==> src/rtl/pattern_check_seq_pkg.sv <==
// Shared types and constants for the pattern check sequencer.
// Pattern modes, FSM states and scoreboard sentinels.
package pchk_pkg;

  typedef enum logic [1:0] {
    FIXED,
    INCR,
    LFSR,
    ALT
  } pchk_mode_e;

  typedef enum logic [1:0] {
    IDLE,
    DRIVE,
    DRAIN,
    REPORT
  } pchk_state_e;

  localparam logic [15:0] ERR_SAT    = 16'hFFFF;
  localparam logic [15:0] NO_ERR_IDX = 16'hFFFF;

  // Galois step on a zero-extended state; callers truncate to WIDTH.
  function automatic logic [31:0] lfsr_next(
    input logic [31:0] s,
    input logic [31:0] poly
  );
    return s[0] ? ((s >> 1) ^ poly) : (s >> 1);
  endfunction

endpackage

==> src/rtl/pattern_check_seq_if.sv <==
// Stimulus/response bus between the sequencer and the device.
// master = sequencer side, slave = device side.
interface pattern_check_seq_if #(
  parameter int WIDTH = 8
);

  logic [WIDTH-1:0] dut_din;
  logic             dut_vld;
  logic [WIDTH-1:0] dut_dout;

  modport master (
    output dut_din,
    output dut_vld,
    input  dut_dout
  );

  modport slave (
    input  dut_din,
    input  dut_vld,
    output dut_dout
  );

endinterface

==> src/rtl/pattern_check_seq_pattern_gen.sv <==
// Pattern generator: holds the latched mode and current word.
// Loads word 0 on i_load, advances one word on i_step.
module pchk_pattern_gen
  import pchk_pkg::*;
#(
  parameter int          WIDTH = 8,
  parameter logic [31:0] SEED  = 32'hAA,
  parameter logic [31:0] POLY  = 32'hB8
) (
  input  logic             clk,
  input  logic             rst_n,
  input  logic             i_load,
  input  pchk_mode_e       i_mode,
  input  logic             i_step,
  output logic [WIDTH-1:0] o_val
);

  localparam logic [WIDTH-1:0] P_SEED = WIDTH'(SEED);
  localparam logic [WIDTH-1:0] P_POLY = WIDTH'(POLY);
  // An all-zero LFSR would lock up, so it starts from 1.
  localparam logic [WIDTH-1:0] P_LFSR0 =
    (P_SEED == '0) ? WIDTH'(1) : P_SEED;

  pchk_mode_e       r_mode;
  logic [WIDTH-1:0] r_val;
  logic [WIDTH-1:0] w_init;
  logic [WIDTH-1:0] w_next;

  always_comb begin
    w_init = P_SEED;
    if (i_mode == LFSR) w_init = P_LFSR0;
  end

  always_comb begin
    w_next = r_val;
    unique case (r_mode)
      FIXED: w_next = r_val;
      INCR:  w_next = r_val + WIDTH'(1);
      LFSR:  w_next = WIDTH'(lfsr_next(
               32'(r_val), 32'(P_POLY)));
      ALT:   w_next = ~r_val;
      default: w_next = r_val;
    endcase
  end

  always_ff @(posedge clk or negedge rst_n) begin
    if (!rst_n) begin
      r_mode <= FIXED;
      r_val  <= '0;
    end else if (i_load) begin
      r_mode <= i_mode;
      r_val  <= w_init;
    end else if (i_step) begin
      r_val  <= w_next;
    end
  end

  assign o_val = r_val;

endmodule

==> src/rtl/pattern_check_seq.sv <==
// Self-checking stimulus sequencer: FSM, expected-value delay
// line and saturating scoreboard around pchk_pattern_gen.
module pattern_check_seq
  import pchk_pkg::*;
#(
  parameter int          WIDTH   = 8,
  parameter int          LATENCY = 1,
  parameter int          NUM_TXN = 16,
  parameter logic [31:0] SEED    = 32'hAA,
  parameter logic [31:0] POLY    = 32'hB8
) (
  input  logic                clk,
  input  logic                rst_n,
  input  logic                start,
  input  logic [1:0]          mode,
  pattern_check_seq_if.master bus,
  output logic                busy,
  output logic                done,
  output logic                pass,
  output logic [15:0]         err_count,
  output logic [15:0]         first_err_idx
);

  localparam logic [15:0] LAST_K = 16'(NUM_TXN - 1);
  localparam logic [3:0]  LAST_D = 4'(LATENCY - 1);

  pchk_state_e r_state;
  pchk_state_e w_next;
  logic [15:0] r_k;
  logic [3:0]  r_dcnt;

  logic             r_dl_vld [LATENCY];
  logic [WIDTH-1:0] r_dl_exp [LATENCY];
  logic [15:0]      r_dl_idx [LATENCY];

  logic [15:0] r_err;
  logic [15:0] r_first;
  logic        r_pass;

  logic             w_accept;
  logic             w_drive;
  logic             w_step;
  logic [WIDTH-1:0] w_val;
  logic             w_mis;
  logic [15:0]      w_err_nxt;

  assign w_accept = (r_state == IDLE) && start;
  assign w_drive  = (r_state == DRIVE);
  // Hold the last word on the bus once the run is fully driven.
  assign w_step   = w_drive && (r_k != LAST_K);

  pchk_pattern_gen #(
    .WIDTH (WIDTH),
    .SEED  (SEED),
    .POLY  (POLY)
  ) u_gen (
    .clk    (clk),
    .rst_n  (rst_n),
    .i_load (w_accept),
    .i_mode (pchk_mode_e'(mode)),
    .i_step (w_step),
    .o_val  (w_val)
  );

  always_comb begin
    w_next = r_state;
    unique case (r_state)
      IDLE:   if (start) w_next = DRIVE;
      DRIVE:  if (r_k == LAST_K) w_next = DRAIN;
      DRAIN:  if (r_dcnt == LAST_D) w_next = REPORT;
      REPORT: w_next = IDLE;
      default: w_next = IDLE;
    endcase
  end

  always_ff @(posedge clk or negedge rst_n) begin
    if (!rst_n) begin
      r_state <= IDLE;
      r_k     <= '0;
      r_dcnt  <= '0;
    end else begin
      r_state <= w_next;
      if (w_accept) r_k <= '0;
      else if (w_step) r_k <= r_k + 16'd1;
      if (w_drive) r_dcnt <= '0;
      else if (r_state == DRAIN) r_dcnt <= r_dcnt + 4'd1;
    end
  end

  always_ff @(posedge clk or negedge rst_n) begin
    if (!rst_n) begin
      for (int i = 0; i < LATENCY; i++) begin
        r_dl_vld[i] <= 1'b0;
        r_dl_exp[i] <= '0;
        r_dl_idx[i] <= '0;
      end
    end else begin
      r_dl_vld[0] <= w_drive;
      r_dl_exp[0] <= w_val;
      r_dl_idx[0] <= r_k;
      for (int i = 1; i < LATENCY; i++) begin
        r_dl_vld[i] <= r_dl_vld[i-1];
        r_dl_exp[i] <= r_dl_exp[i-1];
        r_dl_idx[i] <= r_dl_idx[i-1];
      end
    end
  end

  assign w_mis = r_dl_vld[LATENCY-1] &&
                 (bus.dut_dout != r_dl_exp[LATENCY-1]);
  assign w_err_nxt = (w_mis && (r_err != ERR_SAT))
                   ? r_err + 16'd1 : r_err;

  // pass uses w_err_nxt: the last compare shares the REPORT edge.
  always_ff @(posedge clk or negedge rst_n) begin
    if (!rst_n) begin
      r_err   <= '0;
      r_first <= NO_ERR_IDX;
      r_pass  <= 1'b0;
    end else if (w_accept) begin
      r_err   <= '0;
      r_first <= NO_ERR_IDX;
      r_pass  <= 1'b0;
    end else begin
      r_err <= w_err_nxt;
      if (w_mis && (r_first == NO_ERR_IDX))
        r_first <= r_dl_idx[LATENCY-1];
      if ((r_state == DRAIN) && (w_next == REPORT))
        r_pass <= (w_err_nxt == 16'd0);
    end
  end

  assign bus.dut_din   = w_val;
  assign bus.dut_vld   = w_drive;
  assign busy          = (r_state != IDLE);
  assign done          = (r_state == REPORT);
  assign pass          = r_pass;
  assign err_count     = r_err;
  assign first_err_idx = r_first;

endmodule

==> src/flat_wrapper.sv <==
// flat-port wrapper written by rule: the top's interface ports become plain ports
module pattern_check_seq_flat import pchk_pkg::*;
#(
  parameter int          WIDTH   = 8,
  parameter int          LATENCY = 1,
  parameter int          NUM_TXN = 16,
  parameter logic [31:0] SEED    = 32'hAA,
  parameter logic [31:0] POLY    = 32'hB8
)
  (clk, rst_n, start, mode, busy, done, pass, err_count, first_err_idx, bus_dut_din, bus_dut_vld, bus_dut_dout);
  pattern_check_seq_if #(.WIDTH(WIDTH)) bus_i ();
  input  logic clk;
  input  logic rst_n;
  input  logic start;
  input  logic [1:0] mode;
  output logic busy;
  output logic done;
  output logic pass;
  output logic [15:0] err_count;
  output logic [15:0] first_err_idx;
  output wire logic [$bits(bus_i.dut_din)-1:0] bus_dut_din;
  output wire logic [$bits(bus_i.dut_vld)-1:0] bus_dut_vld;
  input wire logic [$bits(bus_i.dut_dout)-1:0] bus_dut_dout;
  assign bus_dut_din = bus_i.dut_din;
  assign bus_dut_vld = bus_i.dut_vld;
  assign bus_i.dut_dout = bus_dut_dout;
  pattern_check_seq #(.WIDTH(WIDTH), .LATENCY(LATENCY), .NUM_TXN(NUM_TXN), .SEED(SEED), .POLY(POLY)) u_core (.clk(clk), .rst_n(rst_n), .start(start), .mode(mode), .bus(bus_i), .busy(busy), .done(done), .pass(pass), .err_count(err_count), .first_err_idx(first_err_idx));
endmodule
==> config.mk <==
export PLATFORM = sky130hd
export DESIGN_NAME = pattern_check_seq_flat
export DESIGN_NICKNAME = d
export VERILOG_FILES = /design/src/rtl/pattern_check_seq_pkg.sv /design/src/rtl/pattern_check_seq_if.sv /design/src/rtl/pattern_check_seq_pattern_gen.sv /design/src/rtl/pattern_check_seq.sv /design/src/flat_wrapper.sv
export SDC_FILE = /design/constraint.sdc
export NUM_CORES = 1
export LEC_CHECK = 0
export BUFFER_PORTS_ARGS = -buffer_cell sky130_fd_sc_hd__buf_2
export CAP_MARGIN = 20
export CORE_MARGIN = 2
export CORE_UTILIZATION = 55
export CTS_BUF_LIST = sky130_fd_sc_hd__clkbuf_8 sky130_fd_sc_hd__clkbuf_16
export DETAILED_ROUTE_END_ITERATION = 12
export PLACE_DENSITY = 0.76
export SETUP_SLACK_MARGIN = 0.02
export SKIP_LAST_GASP = 1
export SYNTH_ARGS = -nofsm -noshare
export SYNTH_HDL_FRONTEND = slang
export SYNTH_SLANG_ARGS = --single-unit
export TNS_END_PERCENT = 20
==> constraint.sdc <==
create_clock -name clk -period 3.08 [get_ports clk]
set_input_delay 0.77 -clock clk [delete_from_list [all_inputs] [get_ports clk]]
set_output_delay 0.77 -clock clk [all_outputs]
set_load 0.02 [all_outputs]
# Yosys cells after proc, flatten, opt, wreduce, memory -nomap -nowiden
# Cells that the tools add are included.
[op_classes] n_mux=18 add_sub_neg=4 n_reduce_logical=16 n_eq_ne=13 bitwise_logic=2
[ops] op="2-to-1 mux 16 bit" count=6
[ops] op="adder 16 x 1 -> 16 bit, second input constant" count=2
[ops] op="2-to-1 mux 8 bit" count=3
[ops] op="one-hot mux 8 bit (3 select lines)" count=1
[ops] op="equality test 16 bit, second input constant" count=1
[ops] op="equality test 16 x 4 -> 1 bit, second input constant" count=1
[ops] op="zero test 16 bit" count=1
[ops] op="inequality test 16 bit, second input constant" count=1
[ops] op="inequality test 16 x 4 -> 1 bit, second input constant" count=1
[ops] op="equality test 2 bit, second input constant" count=5
[ops] op="nonzero test 2 bit" count=5
[ops] op="adder 8 x 1 -> 8 bit, second input constant" count=1
[ops] op="2-to-1 mux 4 bit" count=2
[ops] op="inequality test 8 bit" count=1
[ops] op="NOT 8 bit" count=1
[ops] op="one-hot mux 2 bit (4 select lines)" count=1
[ops] op="logical AND 1 bit" count=6
[ops] op="2-to-1 mux 2 bit" count=3
[ops] op="adder 4 x 1 -> 4 bit, second input constant" count=1
[ops] op="equality test 2 x 1 -> 1 bit, second input constant" count=2
[ops] op="zero test 2 bit" count=2
[ops] op="zero test 4 bit" count=1
[ops] op="NOT 3 -> 4 bit" count=1
[ops] op="2-to-1 mux 1 bit" count=2
[ops] op="2 further kinds" count=2
[totals] output_inout_bits=44 ff_bits=90 wordCells=64 inputBits=13

# Longest topological paths before layout
# Gate-level depths: netlist of run 1.
[logic_depth] depth_word=7 depth_mapped=9 mapped_depth_nobuf=8

# By module
# From an unflattened synthesis of run 1, not the netlist that was laid out.
[hier_totals] cells_unflattened=441 hier_area_um2=4453.0
[by_module_without_submodules] mod="pattern_check_seq" cells_each=348 area_per_inst_um2=3692.3 n_inst=1 seq_area_each_um2=2021.9
[by_module_without_submodules] mod="pchk_pattern_gen" cells_each=93 area_per_inst_um2=760.7 n_inst=1 seq_area_each_um2=250.2

# Least setup slack after synthesis of run 1
# OpenSTA, ideal clock, no wires.
[synth_timing] path_kind="flip-flop to flip-flop" startpoint="reg u_core.r_err[0] (netlist: u_core.err_count[0])" endpoint="reg u_core.r_pass (netlist: u_core.pass)" stages_incl_launch_ff=10 setup_ps=92 arrival_ps=2240 t_required_ps=2988 slack_ps=748 n_path_buf=1 synth_period_minus_slack_ps=2332 path_cell_list="dfrtp_1 ha_1 and4_1 buf_6 nand4_4 and3_2 nand2_2 o22a_1 a2111o_1 o31ai_2"
[synth_between] elab_chain_len=6 elab_cells_between_ends=7 cone_classes="add/sub: 1; eq/ne: 1; mux: 3; reduce/logical: 2"
[synth_rtl] item="start: declaration" line_no="pattern_check_seq.sv:36" rtl="logic [15:0] r_err;"
[synth_rtl] item="start signal: assignment" line_no="pattern_check_seq.sv:125" rtl="r_err <= w_err_nxt;"
[synth_rtl] item="branches (longest 2 deep; another with adder 16 x 1 -> 16 bit)"
[synth_rtl] item="2-to-1 mux 16 bit (*)" line_no="pattern_check_seq.sv:112" rtl="? r_err + 16'd1 : r_err;"
[synth_rtl] item="zero test 16 bit (*)" line_no="pattern_check_seq.sv:129" rtl="r_pass <= (w_err_nxt == 16'd0);"
[synth_rtl] item="2-to-1 mux 1 bit (*)" line_no="pattern_check_seq.sv:128" rtl="if ((r_state == DRAIN) && (w_next == REPORT))"
[synth_rtl] item="2-to-1 mux 1 bit (*)" line_no="pattern_check_seq.sv:120" rtl="end else if (w_accept) begin"
[synth_rtl] item="end signal: assignment" line_no="pattern_check_seq.sv:129"
[synth_rtl] item="end: declaration" line_no="pattern_check_seq.sv:38" rtl="logic r_pass;"
# Every way passes the cells marked *. The select of a mux whose other input is x is not followed.
# A chain may end at the register's enable or synchronous reset.

# Worst setup path after layout of run 1
# Same ends and word-level chain as after synthesis.

==> results of run 1 <==
logic make-up after synthesis:
kind of cell / after synthesis
AND/OR/NAND/NOR: 194
flip-flops: 90
AO/OA/AOI/OAI: 80
XOR/XNOR: 41
buffers and inverters: 32
adder cells (fa/ha/maj): 10
multiplexers: 6
layer usage:
metal,up-vias,routed length [um],global-route usage
li1,1675,-,-
met1,1678,4190,0.301
met3,6,418,0.0516
met5,-,0,0
met2,78,4460,0.361
met4,0,73,0.0640
power by group:
| part | leakage, nW | internal (mW) | switching [mW] |
|---|---|---|---|
| combinational | 1.03 | 0.516 | 0.822 |
| clock | 0.0995 | 0.404 | 0.427 |
| sequential | 1.14 | 1.45 | 0.314 |
layout make-up:
type | instances | area, um^2
Fill cell | 639 | 2790
Sequential cell | 90 | 2270
Multi-Input combinational cell | 331 | 2000
Timing Repair Buffer | 60 | 325
Clock buffer | 10 | 138
Tap cell | 102 | 128
Clock inverter | 6 | 71.3
Inverter | 12 | 45.0
cell usage after synthesis, types with 2 or more instances:
cell type and n:
xor2_1 18, nand2b_1 5, or3_1 2, ha_1 10, a31oi_1 3, nor3b_1 2, mux2i_1 5, or4_1 2
dfstp_2 16, nor4_1 4, o31ai_1 2, nand3_1 24, nand2_1 54, a221o_1 3, buf_2 3, o22ai_1 2
dfrtp_1 74, clkbuf_1 11, o21ai_0 37, xnor2_1 23, a41oi_1 2, and4_1 3, a21oi_1 17, inv_1 12
and3_2 2, buf_1 3, nor3_1 4, buf_6 3, and2_1 3, nand4_1 13, and3_1 12, nor2_1 52
through the flow:
stage	power [mW]	cell area (um^2)
6_report	3.93	4980
3_3_place_gp	3.08	4770
4_1_cts	3.97	4980
2_1_floorplan	2.72	4420
3_5_place_dp	3.13	4770
5_1_grt	4.23	4980
final timing paths:
kind | to | depth (start not counted) | slack [ps] | start
max reg2reg | u_core.pass | 8 | 550 | u_core.err_count[0]
max in group asynchronous | u_core.first_err_idx[11] | 2 | 1980 | rst_n
min | u_core.r_dl_exp[5] | 1 | 390 | rst_n
max | u_core.pass | 8 | 550 | u_core.err_count[0]
min reg2reg | u_core.r_dl_idx[1] | 0 | 420 | u_core.r_k[1]
min in group clk | u_core.r_dl_idx[1] | 0 | 420 | u_core.r_k[1]
state kept, by name, summed over array words and instances (netlist names):
name / count
u_core.r_dl_vld: 1
u_core.r_dl_exp: 8
u_core.r_k: 16
u_core.r_state: 2
u_core.r_dl_idx: 16
u_core.u_gen.o_val: 8
u_core.r_dcnt: 4
u_core.first_err_idx: 16
u_core.pass: 1
u_core.err_count: 16
u_core.u_gen.r_mode: 2
==> results by group, run 1 <==
Clocking
  – CTS Hold Bufs: 0
  – PostCTS Resize Cnt: 0
  – Largest buffer count on any clock path: 2
  – Clk sinks: 90
  – Reg clk slew, reported paths: 100 ps
  – # H-tree levels: 3
  – Clock network latency to the later pin of the worst-skew pair: 360 ps
  – Clock buffer count from CTS: 9
  – TritonCTS clock tree: built
  – Buffer cell driving the clock tree root: clkbuf_8
  – Number of buffers added for setup after CTS: 0

Run
  – Number of maximum-capacitance constraint violations: 0

Detailed routing
  – ANT nets after route: 0
  – Number of vias after detailed routing: 3,437
  – Final routed DRC violation total: 0
  – Iteration count of the initial detailed-routing pass: 4
  – Final wirelength: 9140 um
  – Average wire per cell in the routed design: 15.0 um
  – Per-cell via count in the routed design: 5.63
  – Drt initial violations: 151

Floorplanning
  – Starting Density: 0.569
  – Die W: 93.6 um
  – Number of cell rows: 32
  – Die Area: 8770 um^2
  – Die outline height: 93.6 um
  – IO Count: 57
  – Core region area: 7770 um^2

GRT
  – Vias in the first global route: 3,347
  – All-Layer GR Usage: 0.223
  – Initial antenna violation count: 0
  – Wire length of the first global-routing pass: 15,500 um
  – Maximum number of pins on one net before global-route repair: 47
  – Global route overflow: 0

Logic synthesis
  – Largest family of logic cells by synthesized area: simple AND/OR/NAND/NOR gates
  – Arithmetic-cell share of the synthesized area counting full adders, half adders and majority gates: 0.0283
  – Fraction of synthesized cell area taken by the top area cell type: 0.419
  – Multiplexer share of the synthesized area: 0.0139
  – Xor and xnor area share after synthesis: 0.0813
  – Simple-gate portion of the synthesized area: 0.219
  – Number of unique standard cell types used by synthesis: 59
  – Cells after Synth: 453
  – Number of nets produced by synthesis: 476
  – Area of the mapped netlist: 4420 um^2
  – Dominant cell type by area after synthesis: dfrtp_1
  – Async set or reset register ratio after synthesis: 1.00
  – Yosys warnings: 0
  – Cell types with the largest area share after synthesis: dfrtp_1 (42%), dfstp_2 (9.5%), nand2_1 (4.6%), xnor2_1 (4.6%), nor2_1 (4.4%)
  – Share of the synthesized area in compound gates (AO/OA/AOI/OAI): 0.111
  – Post-synth top flop: dfrtp_1
  – Total of flip-flops plus latches after synthesis: 90
  – Mean Syn Cell Area: 9.76 um^2
  – EDFF count, synth: 0
  – Fraction of the yosys area taken by sequential cells: 0.514

Setup path
  – Nature of the critical path endpoint: flip-flop
  – Top Family by Delay on Critical Path: compound AO/OA/AOI/OAI gates
  – Worst endpoint required time: 3350 ps
  – Crit-path slowest cell: dfrtp_1
  – Worst Path Buf+Inv: 0
  – Maximum cell stage delay along the critical path: 490 ps
  – Series of cell instances along the critical path: ha_1 -> and4_1 -> nand4_4 -> nand3_2 -> nor3_2 -> o22a_1 -> a2111o_1 -> o31ai_2
  – Worst endpoint data arrival time: 2810 ps
  – Category of the most critical setup path: flip-flop to flip-flop
  – Category of the worst setup path launch point: flip-flop
  – Crit Path Max Fanout: 10

Cells and area
  – Most frequent cells in the layout: dfrtp_1 (74), buf_2 (55), nand2_1 (54)
  – Final std cells w/o fill: 611
  – Most frequent standard cell in the layout excluding fill and tap cells: dfrtp_1
  – Antenna Diode Count: 0
  – Fraction of layout instances using a drive strength above 1: 0.206
  – Area Growth Syn to Fin: 12.7%
  – Number of nets in the layout: 527
  – Final Util: 0.641

Placed design
  – Worst slack, placed: 461 ps
  – DPL Wire Length: 6390 um
  – Total of buffers placed on input and output ports: 56
  – Gp weighted congestion: 0.926
  – Inst Count DP: 595

Timing
  – Total negative slack for setup checks: 0 ps
  – Final max-slew violation count: 0
  – Final-report hold violation count: 0
  – Final critical path time including I/O delays and setup: 2530 ps
  – Tightest Pin Transition: 743 ps
  – Slack of the critical path: 547 ps
  – Worst Clk Skew: 19.0 ps
  – Worst slew margin: 0.505
  – Share of the clock period used by the worst path after layout: 0.822
  – Endpoints failing setup: 0
  – Setup repair after global routing missed its margin: false
  – Fmax: 395 MHz
  – Worst hold margin: 390 ps

Status
  – Result of the run: completed

Power and ir drop
  – Leakage dissipation: 2.28 nW
  – Total power density per cell area: 790 nW/um^2
  – Peak supply drop: 0.392 mV

Min path
  – Worst min-delay path class: input port to async pin
Power figures use the tool's default switching activity.
==> run 2, diff against run 1 <==
--- a/config.mk
+++ b/config.mk
@@ -8,7 +8,7 @@
 export BUFFER_PORTS_ARGS = -buffer_cell sky130_fd_sc_hd__buf_2
 export CAP_MARGIN = 20
 export CORE_MARGIN = 2
-export CORE_UTILIZATION = 55
+export CORE_UTILIZATION = 52
 export CTS_BUF_LIST = sky130_fd_sc_hd__clkbuf_8 sky130_fd_sc_hd__clkbuf_16
 export DETAILED_ROUTE_END_ITERATION = 12
 export PLACE_DENSITY = 0.76
==> constraint.sdc (replaced) <==
create_clock -name clk -period 2.1 [get_ports clk]
set_input_delay 0.525 -clock clk [delete_from_list [all_inputs] [get_ports clk]]
set_output_delay 0.525 -clock clk [all_outputs]
set_load 0.02 [all_outputs]
==> run 2 against run 1 <==
Sequential cell count stayed put. Core utilization rose by 1.7 points. Setup slack worse by 470 ps. Critical path depth unchanged. Sequential power rose by 43%. Clock power is 55% higher. Worst hold slack lost 270 ps. Final cell count up 7.5%. Critical path type unchanged. Critical endpoint is now u_core.r_k[12]. Largest power group unchanged.
==> results by group, run 2 (synthesized netlist as in run 1, its figures left out) <==
Setup path
  – Crit Path Max Fanout: 4
  – Maximum cell stage delay along the critical path: 380 ps
  – Most common cell type on the critical path: and3_1
  – Endpoint of the worst register-to-register path: u_core.r_k[12]
  – Worst endpoint required time: 2340 ps
  – Category of the most critical setup path: flip-flop to flip-flop
  – Slack of the worst reg-to-reg path: 80 ps
  – Length in cells of the worst reg-to-reg path: 8
  – Series of cell instances along the critical path: ha_1 -> nor4bb_4 -> nand4_1 -> and2_1 -> and3_1 -> and3_1 -> xnor2_1 -> nor2_1
  – Nature of the critical path endpoint: flip-flop
  – Crit-path slowest cell: dfrtp_1
  – Worst endpoint data arrival time: 2260 ps
  – Category of the worst setup path launch point: flip-flop
  – Worst Path Buf+Inv: 0
  – Top Family by Delay on Critical Path: simple AND/OR/NAND/NOR gates
  – Startpoint of the most critical register-to-register path: u_core.r_k[0]

Timing
  – Worst Clk Skew: 15.6 ps
  – Final critical path time including I/O delays and setup: 2020 ps
  – Endpoints failing setup: 0
  – Share of the clock period used by the worst path after layout: 0.962
  – Setup repair after global routing missed its margin: true
  – Final-report hold violation count: 0
  – Final max-slew violation count: 0
  – Worst slew margin: 0.647
  – Fmax: 495 MHz
  – Total negative slack for setup checks: 0 ps
  – Tightest Pin Transition: 529 ps

Clocking
  – Clk sinks: 90
  – Buffer cell driving the clock tree root: clkbuf_8
  – # H-tree levels: 3
  – Largest buffer count on any clock path: 2
  – TritonCTS clock tree: built
  – Clock buffer count from CTS: 9
  – Reg clk slew, reported paths: 90 ps
  – Clock network latency to the later pin of the worst-skew pair: 360 ps
  – CTS Hold Bufs: 0

Detailed routing
  – Final routed DRC violation total: 0
  – Final wirelength: 10,100 um
  – Drt initial violations: 180
  – Iteration count of the initial detailed-routing pass: 4
  – Per-cell via count in the routed design: 5.71
  – Average wire per cell in the routed design: 15.4 um
  – ANT nets after route: 0
  – Number of vias after detailed routing: 3,754

Floorplanning
  – Number of cell rows: 33
  – Starting Density: 0.538
  – Core region area: 8220 um^2
  – Die W: 96.2 um
  – Die Area: 9250 um^2
  – Die outline height: 96.2 um
  – IO Count: 57

Cells and area
  – Antenna Diode Count: 0
  – Most frequent cells in the layout: dfrtp_1 (71), buf_2 (55), nand2_1 (53)
  – Fraction of layout instances using a drive strength above 1: 0.286
  – Area Growth Syn to Fin: 22.3%
  – Most frequent standard cell in the layout excluding fill and tap cells: dfrtp_1
  – Number of nets in the layout: 570
  – Layout filler cell count: 652
  – Final Util: 0.658
  – Register area: 2280 um^2
  – Total area of multi-input combinational cells: 2060 um^2

Placed design
  – Total of buffers placed on input and output ports: 56
  – Gp weighted congestion: 0.920
  – DPL Wire Length: 7120 um

GRT
  – Maximum number of pins on one net before global-route repair: 37
  – All-Layer GR Usage: 0.224
  – Wire length of the first global-routing pass: 15,900 um
  – Global route overflow: 0
  – Vias in the first global route: 3,434
  – Initial antenna violation count: 0

Status
  – Result of the run: completed

Power and ir drop
  – Total power: 6.22 mW
  – Total power density per cell area: 1150 nW/um^2
  – Leakage dissipation: 2.51 nW
  – Peak supply drop: 0.541 mV

Run
  – Number of maximum-capacitance constraint violations: 0

Min path
  – Worst min-delay path class: input port to async pin
## run 2: changes by cell type in the layout (fill, tap and decap cells not counted), moves of 2 or more
cell / delta
dfrtp_2: +3
buf_12: +2
nor2_1: -2
buf_4: +41
nor2_2: +2
inv_6: -2
dfrtp_1: -3
## run 2: per-layer routing
metal / GRT usage / share of wire / vias up
met5: 0 / 0 / -
met4: 0.0893 / 0.019 / 0
met3: 0.0298 / 0.048 / 20
met2: 0.387 / 0.51 / 125
met1: 0.285 / 0.43 / 1850
li1: - / - / 1759
## run 2: how the worst max path moves through the flow
stage	from	to	slack, ps	cells past startpoint
6_report	u_core.r_k[0]	u_core.r_k[12]	80	8
3_3_place_gp	bus_dut_dout[6]	u_core.pass	-30	8
5_1_grt	u_core.r_k[0]	u_core.r_k[12]	-20	8
4_1_cts	u_core.r_k[0]	u_core.r_k[12]	8	8
2_1_floorplan	u_core.err_count[0]	u_core.pass	-7	9
3_5_place_dp	bus_dut_dout[4]	u_core.pass	-120	8
## run 2: area by class of cell
class | instances | share of cell area
clock inverter | 7 | 0.0178
timing repair buffer | 103 | 0.125
multi-input combinational | 331 | 0.381
clock buffer | 9 | 0.0229
tap | 105 | 0.0243
inverter | 12 | 0.00834
sequential | 90 | 0.421
## run 2: power breakdown
group	total, mW	switching, mW	leakage, nW	internal [mW]
Sequential	2.51	0.376	1.14	2.13
Combinational	2.43	1.43	1.27	0.996
Clock	1.29	0.619	0.107	0.670
Total	6.22	2.42	2.51	3.80
## run 2: per-stage QoR
| stage | cells | setup WS (ps) | hold slack [ps] | instance area, um^2 |
|---|---|---|---|---|
| after floorplan | 453 | -7.39 | 229 | 4440 |
| after CTS | 655 | 7.61 | 141 | 5350 |
| after global routing | 657 | -16.6 | 152 | 5400 |
| final | 657 | 80.5 | 119 | 5400 |
| after global placement | 639 | -27.8 | 406 | 5130 |
| after detailed placement | 639 | -117 | 425 | 5130 |
## run 2: what timing repair did
item,4_1_cts,5_1_grt
resized for setup,1,10
buffers inserted,0,2
setup endpoints to repair,3,17
pin swaps,0,1
==> run 3, diff against run 2 <==
--- a/config.mk
+++ b/config.mk
@@ -7,11 +7,11 @@
 export LEC_CHECK = 0
 export BUFFER_PORTS_ARGS = -buffer_cell sky130_fd_sc_hd__buf_2
 export CAP_MARGIN = 20
-export CORE_MARGIN = 2
-export CORE_UTILIZATION = 52
+export CORE_MARGIN = 1
+export CORE_UTILIZATION = 60
 export CTS_BUF_LIST = sky130_fd_sc_hd__clkbuf_8 sky130_fd_sc_hd__clkbuf_16
 export DETAILED_ROUTE_END_ITERATION = 12
-export PLACE_DENSITY = 0.76
+export PLACE_DENSITY = 0.82
 export SETUP_SLACK_MARGIN = 0.02
 export SKIP_LAST_GASP = 1
 export SYNTH_ARGS = -nofsm -noshare
==> constraint.sdc (replaced) <==
create_clock -name clk -period 2.4 [get_ports clk]
set_input_delay 0.6 -clock clk [delete_from_list [all_inputs] [get_ports clk]]
set_output_delay 0.6 -clock clk [all_outputs]
set_load 0.02 [all_outputs]
==> run 3 against run 2 <==
Highest routed layer unchanged. Total power is 17% lower. Critical endpoint is now u_core.pass. Global-route usage rose by 4.2 points. Critical path type unchanged. Largest cell class unchanged. Die area decreased by 17%.
==> results by group, run 3 (synthesized netlist as in run 1, its figures left out) <==
Clocking
  – Clk sinks: 90
  – TritonCTS clock tree: built
  – Clock network latency to the later pin of the worst-skew pair: 350 ps
  – # H-tree levels: 3
  – Number of buffers added for setup after CTS: 0
  – Buffer cell driving the clock tree root: clkbuf_8
  – Largest buffer count on any clock path: 2
  – Reg clk slew, reported paths: 80 ps
  – Clock buffer count from CTS: 9

Power and ir drop
  – Combinational power share: 0.368
  – Total power density per cell area: 1010 nW/um^2
  – Proportion of power drawn by the clock network: 0.201
  – Leakage dissipation: 2.36 nW
  – Net switching power of the design: 2.02 mW
  – Part of the power in registers: 0.430
  – Switching share of power: 0.392
  – Cell-internal power: 3.14 mW
  – Peak supply drop: 0.382 mV

Detailed routing
  – Number of vias after detailed routing: 3,631
  – ANT nets after route: 0
  – Drt initial violations: 277
  – Iteration count of the initial detailed-routing pass: 5
  – Final routed DRC violation total: 0
  – Final wirelength: 9540 um
  – Average wire per cell in the routed design: 15.4 um
  – Per-cell via count in the routed design: 5.86

Placed design
  – DPL Wire Length: 6750 um
  – Total of buffers placed on input and output ports: 56
  – Gp weighted congestion: 0.889
  – Inst Count DP: 604
  – Worst slack, placed: -12.2 ps

Timing
  – Share of the clock period used by the worst path after layout: 0.931
  – Final-report hold violation count: 0
  – Worst slew margin: 0.608
  – Final max-slew violation count: 0
  – Fmax: 447 MHz
  – Worst Clk Skew: 9.27 ps
  – Setup repair after global routing missed its margin: false
  – Tightest Pin Transition: 589 ps
  – Endpoints failing setup: 0
  – Final critical path time including I/O delays and setup: 2240 ps
  – Worst hold margin: 118 ps
  – Slack of the critical path: 165 ps

Setup path
  – Length in cells of the worst reg-to-reg path: 9
  – Category of the worst setup path launch point: flip-flop
  – Top Family by Delay on Critical Path: compound AO/OA/AOI/OAI gates
  – Maximum cell stage delay along the critical path: 390 ps
  – Series of cell instances along the critical path: ha_1 -> and4_2 -> buf_4 -> nand3_1 -> nand2_1 -> a311oi_1 -> a41oi_1 -> a2111o_1 -> o31ai_2
  – Nature of the critical path endpoint: flip-flop
  – Startpoint of the most critical register-to-register path: u_core.err_count[0]
  – Crit Path Max Fanout: 4
  – Crit-path slowest cell: dfrtp_1
  – Worst endpoint required time: 2670 ps
  – Worst Path Buf+Inv: 1
  – Endpoint of the worst register-to-register path: u_core.pass
  – Worst endpoint data arrival time: 2510 ps
  – Number of stages on the worst setup path: 9
  – Slack of the worst reg-to-reg path: 160 ps
  – Capturing element of the worst setup path: u_core.pass
  – Category of the most critical setup path: flip-flop to flip-flop
  – CP startpoint: u_core.err_count[0]

Floorplanning
  – Die W: 87.8 um
  – Core region area: 6940 um^2
  – Starting Density: 0.636
  – Die outline height: 87.8 um
  – IO Count: 57
  – Die Area: 7710 um^2
  – Number of cell rows: 30

Status
  – Result of the run: completed

Cells and area
  – Number of nets in the layout: 542
  – Layout filler cell count: 513
  – Final std cells w/o fill: 620
  – Area Growth Syn to Fin: 15.2%
  – Antenna Diode Count: 0
  – Most frequent standard cell in the layout excluding fill and tap cells: dfrtp_1
  – Most frequent cells in the layout: dfrtp_1 (72), buf_2 (55), nand2_1 (54)
  – Fraction of layout instances using a drive strength above 1: 0.231

Run
  – Number of maximum-capacitance constraint violations: 0

GRT
  – Maximum number of pins on one net before global-route repair: 46
  – Initial antenna violation count: 0
  – Vias in the first global route: 3,407
  – Wire length of the first global-routing pass: 15,800 um
  – All-Layer GR Usage: 0.266
  – Global route overflow: 0

Min path
  – Worst min-delay path class: input port to async pin
-- run 3: worst register-to-register path, stage by stage (launching register included) --
cell	delay [ps]
dfrtp_1	390
ha_1	210
and4_2	270
buf_4	160
nand3_1	170
nand2_1	90
a311oi_1	300
a41oi_1	80
a2111o_1	310
o31ai_2	170
-- run 3: metrics by stage --
step	util	TNS, ps	power (mW)	instance area [um^2]
floorplan	-	0	3.49	4420
global placement	0.702	0	4.03	4880
detailed placement	0.702	-12.2	4.13	4880
global route	0.733	0	5.49	5090
finish	0.733	0	5.16	5090
CTS	0.732	0	5.18	5080
-- run 3: routing by layer --
layer	global-route usage	wire length, um	part of all wire
met5	0	0	0
met1	0.360	4240	0.44
met4	0.110	209	0.022
met2	0.438	4600	0.48
met3	0.0349	485	0.051
-- run 3: worst min-delay path by stage --
stage	start	endpoint	slack (ps)	cells after the start
floorplan	rst_n	u_core.err_count[0]	300	0
global placement	u_core.r_k[15]	u_core.r_dl_idx[15]	410	0
detailed placement	u_core.r_k[15]	u_core.r_dl_idx[15]	410	0
CTS	rst_n	u_core.r_dl_exp[5]	120	1
global route	rst_n	u_core.r_dl_exp[6]	130	1
finish	rst_n	u_core.r_dl_exp[5]	120	1
-- run 3: power by group through the flow --
| stage | sequential (mW) | clock (mW) | combinational (mW) |
|---|---|---|---|
| finish | 2.22 | 1.04 | 1.90 |
| global route | 2.27 | 1.11 | 2.11 |
| CTS | 2.22 | 1.06 | 1.90 |
| detailed placement | 2.24 | 0 | 1.89 |
| global placement | 2.22 | 0 | 1.81 |
| floorplan | 2.29 | 0 | 1.21 |
-- run 3: timing repair --
item / 4_1_cts / 5_1_grt
setup endpoints to repair: 0 / 1
hold buffers: 0 / 0
resized for setup: 0 / 4
-- run 3: area by class of cell --
class	count	area, um^2	area share
multi-input combinational	331	2010	0.394
tap	96	120	0.0236
clock inverter	5	55.1	0.0108
clock buffer	11	151	0.0297
inverter	12	45.0	0.00885
sequential	90	2270	0.447
timing repair buffer	75	438	0.0860
